**config.mk**
```make
export PLATFORM = sky130hd
export DESIGN_NAME = sync_filter
export DESIGN_NICKNAME = d
export VERILOG_FILES = /design/src/rtl/sync_pkg.sv /design/src/rtl/sync_filter_chan.sv /design/src/rtl/sync_filter.sv
export SDC_FILE = /design/constraint.sdc
export NUM_CORES = 1
export LEC_CHECK = 0
export CAP_MARGIN = 30
export CELL_PAD_IN_SITES_DETAIL_PLACEMENT = 1
export CELL_PAD_IN_SITES_GLOBAL_PLACEMENT = 2
export CORE_ASPECT_RATIO = 0.9
export CORE_UTILIZATION = 34
export CTS_CLUSTER_DIAMETER = 40
export DETAILED_ROUTE_END_ITERATION = 10
export GPL_ROUTABILITY_DRIVEN = 0
export GPL_TIMING_DRIVEN = 0
export PLACE_DENSITY = 0.85
export SLEW_MARGIN = 5
export SYNTH_ARGS = -nofsm -noshare
export SYNTH_HDL_FRONTEND = slang
export SYNTH_SLANG_ARGS = --single-unit
```
**constraint.sdc**
```tcl
create_clock -name clk -period 1.4 [get_ports clk]
set_input_delay 0.21 -clock clk [delete_from_list [all_inputs] [get_ports clk]]
set_output_delay 0.21 -clock clk [all_outputs]
set_load 0.01 [all_outputs]
```
**src/rtl/sync_pkg.sv**
```systemverilog
// Shared helpers for the sync_filter block.
package sync_pkg;

    // Width of a counter that must hold values 0 .. filt_cyc.
    function automatic int cnt_w(input int filt_cyc);
        return $clog2(filt_cyc + 1);
    endfunction

endpackage

```
**src/rtl/sync_filter_chan.sv**
```systemverilog
// One channel of sync_filter: flop-chain synchroniser, persistence filter on
// the synchronised level, and registered rise/fall pulses on accepted changes.
module sync_filter_chan
    import sync_pkg::*;
#(
    parameter int   NUMSTGS  = 2,
    parameter int   FILT_CYC = 4,
    parameter logic RST_BIT  = 1'b0
) (
    input  logic clk,
    input  logic reset_n,
    input  logic data_in,
    output logic data_sync,
    output logic data_out,
    output logic rise,
    output logic fall,
    output logic chg_nxt
);

    localparam int            CW     = cnt_w(FILT_CYC);
    localparam logic [CW-1:0] CNT_TC = CW'(FILT_CYC - 1);

    logic [NUMSTGS-1:0] stg;
    logic [CW-1:0]      cnt;
    logic               accept;

    // Synchroniser chain; stage 0 is the only flop that sees the async pin.
    always_ff @(posedge clk or negedge reset_n) begin
        if (!reset_n) begin
            stg <= {NUMSTGS{RST_BIT}};
        end else begin
            stg <= {stg[NUMSTGS-2:0], data_in};
        end
    end

    assign data_sync = stg[NUMSTGS-1];

    // The new level has now been seen for FILT_CYC consecutive edges.
    assign accept  = (data_sync != data_out) && (cnt == CNT_TC);
    // Lets the top register its OR so chg_any lines up with rise/fall.
    assign chg_nxt = accept;

    // Persistence counter, filtered level and edge pulses.
    always_ff @(posedge clk or negedge reset_n) begin
        if (!reset_n) begin
            cnt      <= '0;
            data_out <= RST_BIT;
            rise     <= 1'b0;
            fall     <= 1'b0;
        end else begin
            rise <= accept & data_sync;
            fall <= accept & ~data_sync;
            if (accept) begin
                data_out <= data_sync;
                cnt      <= '0;
            end else if (data_sync == data_out) begin
                cnt <= '0;
            end else begin
                cnt <= cnt + 1'b1;
            end
        end
    end

endmodule

```
**src/rtl/sync_filter.sv**
```systemverilog
// Multi-channel synchroniser plus glitch filter for slow async sideband pins.
// Each channel is independent; chg_any flags any accepted change this cycle.
module sync_filter
    import sync_pkg::*;
#(
    parameter int             NCH      = 4,
    parameter int             NUMSTGS  = 2,
    parameter int             FILT_CYC = 4,
    parameter logic [NCH-1:0] RST_VAL  = '0
) (
    input  logic           clk,
    input  logic           reset_n,
    input  logic [NCH-1:0] data_in,
    output logic [NCH-1:0] data_sync,
    output logic [NCH-1:0] data_out,
    output logic [NCH-1:0] rise,
    output logic [NCH-1:0] fall,
    output logic           chg_any
);

    logic [NCH-1:0] chg_nxt;

    for (genvar i = 0; i < NCH; i++) begin : g_chan
        sync_filter_chan #(
            .NUMSTGS  (NUMSTGS),
            .FILT_CYC (FILT_CYC),
            .RST_BIT  (RST_VAL[i])
        ) u_chan (
            .clk       (clk),
            .reset_n   (reset_n),
            .data_in   (data_in[i]),
            .data_sync (data_sync[i]),
            .data_out  (data_out[i]),
            .rise      (rise[i]),
            .fall      (fall[i]),
            .chg_nxt   (chg_nxt[i])
        );
    end

    // Registered from the channels' accept terms so it pulses with rise/fall.
    always_ff @(posedge clk or negedge reset_n) begin
        if (!reset_n) begin
            chg_any <= 1'b0;
        end else begin
            chg_any <= |chg_nxt;
        end
    end

endmodule
```
==> out/metrics.csv, run 1 <==
metric,value,unit
cts_buffers,5,
synth_edf_count,0,
diodes,0,
place_ws,0.123,ns
yosys-top-cells-area,"dfrtp_1 (63%), buf_4 (9.2%), ha_1 (7.7%)",
vias_per_cell,4.25,
grt_pass1_vias,880,
pin_count,23,
crit_required,1.19,ns
grt.total_usage,13.6,%
grt_overflow,0,
leakagePower,0.951,nW
whs,-0.0220,ns
min_period,1.30,ns
ys_ff_latch,33,
antenna_found_initial,0,
die_area,0.00409,sq mm
endpoint_kind,output pin,
synth_cell_type_count,14,
ys_seq_area_share,63.3,%
synthesis.nets,119,
cts_buffer_depth,2,
vdd_drop_max,0.837,mV
fin_crit_sh,92.9,%
drive_gt1_share,23.8,%
status,finished with violations,
ys_warn_count,0,
hold_viol_final,33,
fp-row-count,20,
cts_tree,built,
max_slew_margin,52.1,%
total_power,2.93,mW
first_iter_violations,31,
drc,0,
avgRoutedWirePerCell,11.2,um
routed_wl,2.09,mm
violations,negative hold slack,
drv_slew,0,
rsz0062_at_grt,false,
grt_max_degree,34,
hold_class,in -> async,
synthTopCellsByCount,"dfrtp_1 (33), buf_4 (16), nor2_1 (15)",
fin_skew,0.00584,ns
fp.coreArea,0.00353,sq mm
synth_area_per_cell,12.4,sq um
cts_hold_buffers,0,
powerDensity,1700,mW/mm^2
tightest_slew,0.718,ns
maxCapViolCount,0,
drt-pass1-iter-count,2,
area_delta_synth_final,31.7,%
antenna_left,0,
cp-start-kind,flop,
yosys_most_used_dff,dfrtp_1,
fin_setup_tns,0,ns
cts_sinks,33,
fin_nets,156,
dpl.hpwl,1.51,mm
fp.dieW,67.3,um
grt_pass1_wl,3.86,mm
die_h,60.8,um
max_freq,0.769,GHz
synth_most_common_cell,dfrtp_1,
port_buffers,22,
path_class,reg -> out,
vias,794,
syn-instance-count,105,
clock_latency,0.28,ns
htreeDepth,2,
arrival,1.09,ns
clk_pin_slew,0.06,ns
cts-root-buf,clkbuf_8,
start_util,37.0,%
synth_top_area_share,63.3,%
setup_slack,0.0996,ns
path_max_fanout,2,
setup_viol_count_final,0,
syn_area,0.00131,sq mm
synth_top_area_cell,dfrtp_1,
synthArstFlopShare,100,%
-- area by class of cell --
cell class                 instances  area (sq um)
fill                             387          1810
sequential                        33           826
multi-input combinational         46           322
timing repair buffer              30           258
buffer                            16           120
clock buffer                       7          96.3
tap                               44          55.1
inverter                          10          37.5
clock inverter                     1          5.00
-- path summary, 6_finish.rpt --
check,start,to,slack [ns],cells past startpoint
max,g_chan[2].u_chan.data_out$_DFFE_PN0P_,data_out[2],0.1,2
min,reset_n,g_chan[1].u_chan.fall$_DFF_PN0_,-0.02,1
max reg2reg,g_chan[1].u_chan.cnt[0]$_DFF_PN0_,g_chan[1].u_chan.data_out$_DFFE_PN0P_,0.14,3
min reg2reg,g_chan[0].u_chan.stg[0]$_DFF_PN0_,g_chan[0].u_chan.stg[1]$_DFF_PN0_,0.35,0
max in group asynchronous,reset_n,g_chan[0].u_chan.cnt[0]$_DFF_PN0_,0.96,1
min in group clk,g_chan[0].u_chan.stg[0]$_DFF_PN0_,g_chan[0].u_chan.stg[1]$_DFF_PN0_,0.35,0
-- registers in the layout (all words and copies together) (netlist names) --
signal	cells
g_chan.u_chan.data_out	4
g_chan.u_chan.rise	4
chg_any	1
g_chan.u_chan.stg	8
g_chan.u_chan.fall	4
g_chan.u_chan.cnt	12
-- critical path: stages, from the launching register on --
cell,delay [ns]
dfrtp_1,0.40
buf_4,0.13
dlygate4sd2_1,0.27
-- metal layers --
layer	GRT usage (%)	share of wire [%]	routed length, um
met1	14.8	45	934
met2	22.1	47	991
met3	6.20	5.7	120
met4	7.29	2.2	45
met5	0	0	0
-- power by group --
| group | internal (mW) | switching, mW |
|---|---|---|
| combinational | 0.460 | 0.434 |
| clock | 0.444 | 0.328 |
| sequential | 1.17 | 0.0961 |
-- layout by cell type, fill, tap and decap left out --
master           count
inv_1               10
clkinv_2             1
ha_1                 8
clkdlybuf4s50_1      4
dfrtp_1             33
nor3b_1              2
nor2_1              15
and3b_2              1
dlymetal6s2s_1       1
xor2_1               4
o21ai_0              2
clkbuf_8             7
mux2_1               2
buf_2                1
nand2b_1             4
a22oi_1              2
dlygate4sd2_1       16
and3b_1              2
buf_4               24
nand2_1              4
-- kinds of logic (layout without fill, tap and decap cells) --
kind of cell    after synthesis  in the layout  synth area share (%)
buf+inv                      26             64                  12.1
flops                        33             33                  63.3
fa+ha+maj                     8              8                  7.67
xor+xnor                      4              4                  2.68
compound gates                4              4                  1.92
simple gates                 28             28                  10.6
mux                           2              2                  1.73
-- metrics by stage --
| stage | area (sq um) | hold WS (ns) | utilization, % | cells |
|---|---|---|---|---|
| 6_report | 1720 | -0.0220 | 48.7 | 187 |
| 5_1_grt | 1720 | 0.0333 | 48.7 | 187 |
| 4_1_cts | 1720 | 0.00261 | 48.7 | 187 |
| 3_5_place_dp | 1580 | 0.318 | 44.6 | 171 |
| 3_3_place_gp | 1580 | 0.333 | 44.8 | 171 |
| 2_1_floorplan | 1310 | -0.0856 | - | 105 |
-- timing repair --
action / in CTS / in global routing
setup buffers: 8 / 0
resized for setup: 16 / 1
setup endpoints to repair: 16 / 1
(Power assumes the default switching activity.)
==> inputs of run 2 (changes only) <==
- PLACE_DENSITY: 0.85 -> 0.81
==> run 2 against run 1 <==
Effect of this change: the flow still finishes with violations (negative hold slack); sequential share of layout area hardly changed; clock power is essentially flat; non-clock buffer count unchanged; hold slack improved by 0.0019 ns; first-iteration DRC count is 45% lower; combinational power hardly changed; clock skew is 0.0020 ns lower; critical path type unchanged; critical endpoint unchanged; largest cell class unchanged.
==> out/metrics.csv, run 2 (synthesized netlist as in run 1, its figures left out) <==
metric,value,unit,change
status,finished with violations,,
violations,negative hold slack,,
fin_nets,156,,unchanged
htreeDepth,2,,unchanged
grt_pass1_vias,889,,+1.0%
path_max_fanout,2,,unchanged
rr_worst_depth,3,,unchanged
min_period,1.28,ns,-0.0176 ns
grt_pass1_wl,3.86,mm,unchanged
cts_tree,built,,
grt_max_degree,34,,unchanged
avgRoutedWirePerCell,11.4,um,+1.5%
antenna_left,0,,unchanged
grt.total_usage,13.6,%,+0.086 points
dpl_cell_area,0.00158,sq mm,unchanged
first_iter_violations,17,,-45%
grt_overflow,0,,unchanged
largest_register,g_chan.u_chan.cnt,,
routed_wl,2.12,mm,+1.5%
cp-start-kind,flop,,
drt-pass1-iter-count,2,,unchanged
fin_crit_sh,91.6,%,-1.3 points
port_buffers,22,,unchanged
seq_power_share,43.2,%,about the same
largest_reg_flops,12,,unchanged
vdd_drop_max,0.872,mV,+4.2%
clk_pin_slew,0.07,ns,about the same
pwr-share-clk,26.2,%,about the same
path_class,reg -> out,,
fp.coreArea,0.00353,sq mm,unchanged
die_area,0.00409,sq mm,unchanged
area_delta_synth_final,31.6,%,about the same
clock_latency,0.28,ns,about the same
crit_start,g_chan[2].u_chan.data_out$_DFFE_PN0P_,,
fin_skew,0.00384,ns,-0.00200 ns
r2r_end,g_chan[2].u_chan.data_out$_DFFE_PN0P_,,
arrival,1.07,ns,-0.02 ns
pin_count,23,,unchanged
setup_slack,0.117,ns,+0.0176 ns
dpl.hpwl,1.50,mm,-0.56%
r2r_slack,0.14,ns,about the same
whs,-0.0201,ns,+0.00191 ns
drc,0,,unchanged
drv_slew,0,,unchanged
drive_gt1_share,24.5,%,+0.70 points
swShare,29.2,%,-0.039 points
power_frac_comb,30.6,%,about the same
place_inst,171,,unchanged
crit_required,1.19,ns,about the same
cts_sinks,33,,unchanged
maxCapViolCount,0,,unchanged
p_int,2.07,mW,about the same
final_common_cell,dfrtp_1,,
tightest_slew,0.715,ns,-0.00349 ns
power.switching,0.856,mW,-0.12%
fp-row-count,20,,unchanged
antenna_found_initial,0,,unchanged
diodes,0,,unchanged
final_cell_count_no_fill,187,,unchanged
fp.dieW,67.3,um,unchanged
leakagePower,0.950,nW,about the same
vias,806,,+1.5%
setup_viol_count_final,0,,unchanged
max_freq,0.780,GHz,+1.4%
rsz0062_at_grt,false,,
powerDensity,1710,mW/mm^2,about the same
layout_common_cells,"dfrtp_1 (33), buf_4 (25), nor2_1 (15), dlygate4sd2_1 (15), inv_1 (10)",,
final_cell_area,0.00172,sq mm,about the same
cts_buffer_depth,2,,unchanged
total_power,2.93,mW,about the same
start_util,37.0,%,unchanged
cts_buffers,5,,unchanged
vias_per_cell,4.31,,+1.5%
reg2reg_from,g_chan[2].u_chan.cnt[0]$_DFF_PN0_,,
cts-root-buf,clkbuf_8,,
hold_class,in -> async,,
die_h,60.8,um,unchanged
setup.worst_path.end,data_out[2],,
max_slew_margin,52.3,%,+0.23 points
place_ws,0.130,ns,+0.00698 ns
endpoint_kind,output pin,,
hold_viol_final,33,,unchanged
reg.largest.list,"g_chan.u_chan.cnt (12), g_chan.u_chan.stg (8)",,
[run 2: cell count changes in the layout (fill, tap and decap cells not counted)]
cell and delta:
buf_4 +1, dlygate4sd2_1 -1
[run 2: cell type report]
cell class | count | area [sq um]
multi-input cells | 46 | 322
plain buffers | 16 | 120
well taps | 44 | 55.1
clock inverters | 1 | 5.00
fillers | 389 | 1810
flip-flops and latches | 33 | 826
inverters | 10 | 37.5
repair buffers | 30 | 256
clock buffers | 7 | 96.3
[run 2: repair_timing]
| item | in CTS | in global routing |
|---|---|---|
| resized for setup | 16 | 1 |
| setup endpoints to repair | 16 | 1 |
| hold buffers | 0 | 0 |
| buffers inserted | 8 | 0 |
| pin swaps | 0 | 0 |
[run 2: critical path: stages, from the launching register on]
cell	delay (ns)
dfrtp_1	0.39
buf_4	0.13
dlygate4sd2_1	0.27
[run 2: power groups by stage]
stage                     logic [mW]  clock network, mW  registers [mW]
after CTS                      0.923              0.805            1.27
after global placement         0.788                  0            1.31
after floorplan                0.526                  0            1.29
after global routing            1.04              0.850            1.29
final                          0.897              0.769            1.27
after detailed placement       0.843                  0            1.33
[run 2: through the flow]
stage | TNS [ns] | utilization (%)
4_1_cts | 0 | 48.6
6_report | 0 | 48.7
5_1_grt | 0 | 48.7
3_5_place_dp | 0 | 44.6
2_1_floorplan | 0 | -
3_3_place_gp | -16.00 | 44.8
[run 2: per-layer routing]
layer	share of wire, %	track usage, %	vias up
li1	-	-	385
met1	41	15.4	399
met2	52	23.0	20
met3	5.7	6.20	2
met4	1.1	4.56	0
met5	0	0	-
[run 2: how the worst min path moves through the flow]
stage / depth (start not counted) / from / slack, ns / endpoint
finish: 1 / reset_n / -0.02 / g_chan[3].u_chan.stg[1]$_DFF_PN0_
global route: 1 / reset_n / 0.04 / g_chan[3].u_chan.stg[1]$_DFF_PN0_
CTS: 1 / reset_n / 0.002 / g_chan[3].u_chan.stg[1]$_DFF_PN0_
detailed placement: 1 / reset_n / 0.31 / g_chan[3].u_chan.stg[1]$_DFF_PN0_
global placement: 0 / g_chan[0].u_chan.stg[0]$_DFF_PN0_ / 0.33 / g_chan[0].u_chan.stg[1]$_DFF_PN0_
floorplan: 0 / reset_n / -0.09 / chg_any$_DFF_PN0_
==> inputs of run 3 (changes only) <==
- CTS_CLUSTER_SIZE: default -> 14
==> results of run 3 <==
Final layout, timing and power as in run 2 (identical DEF).
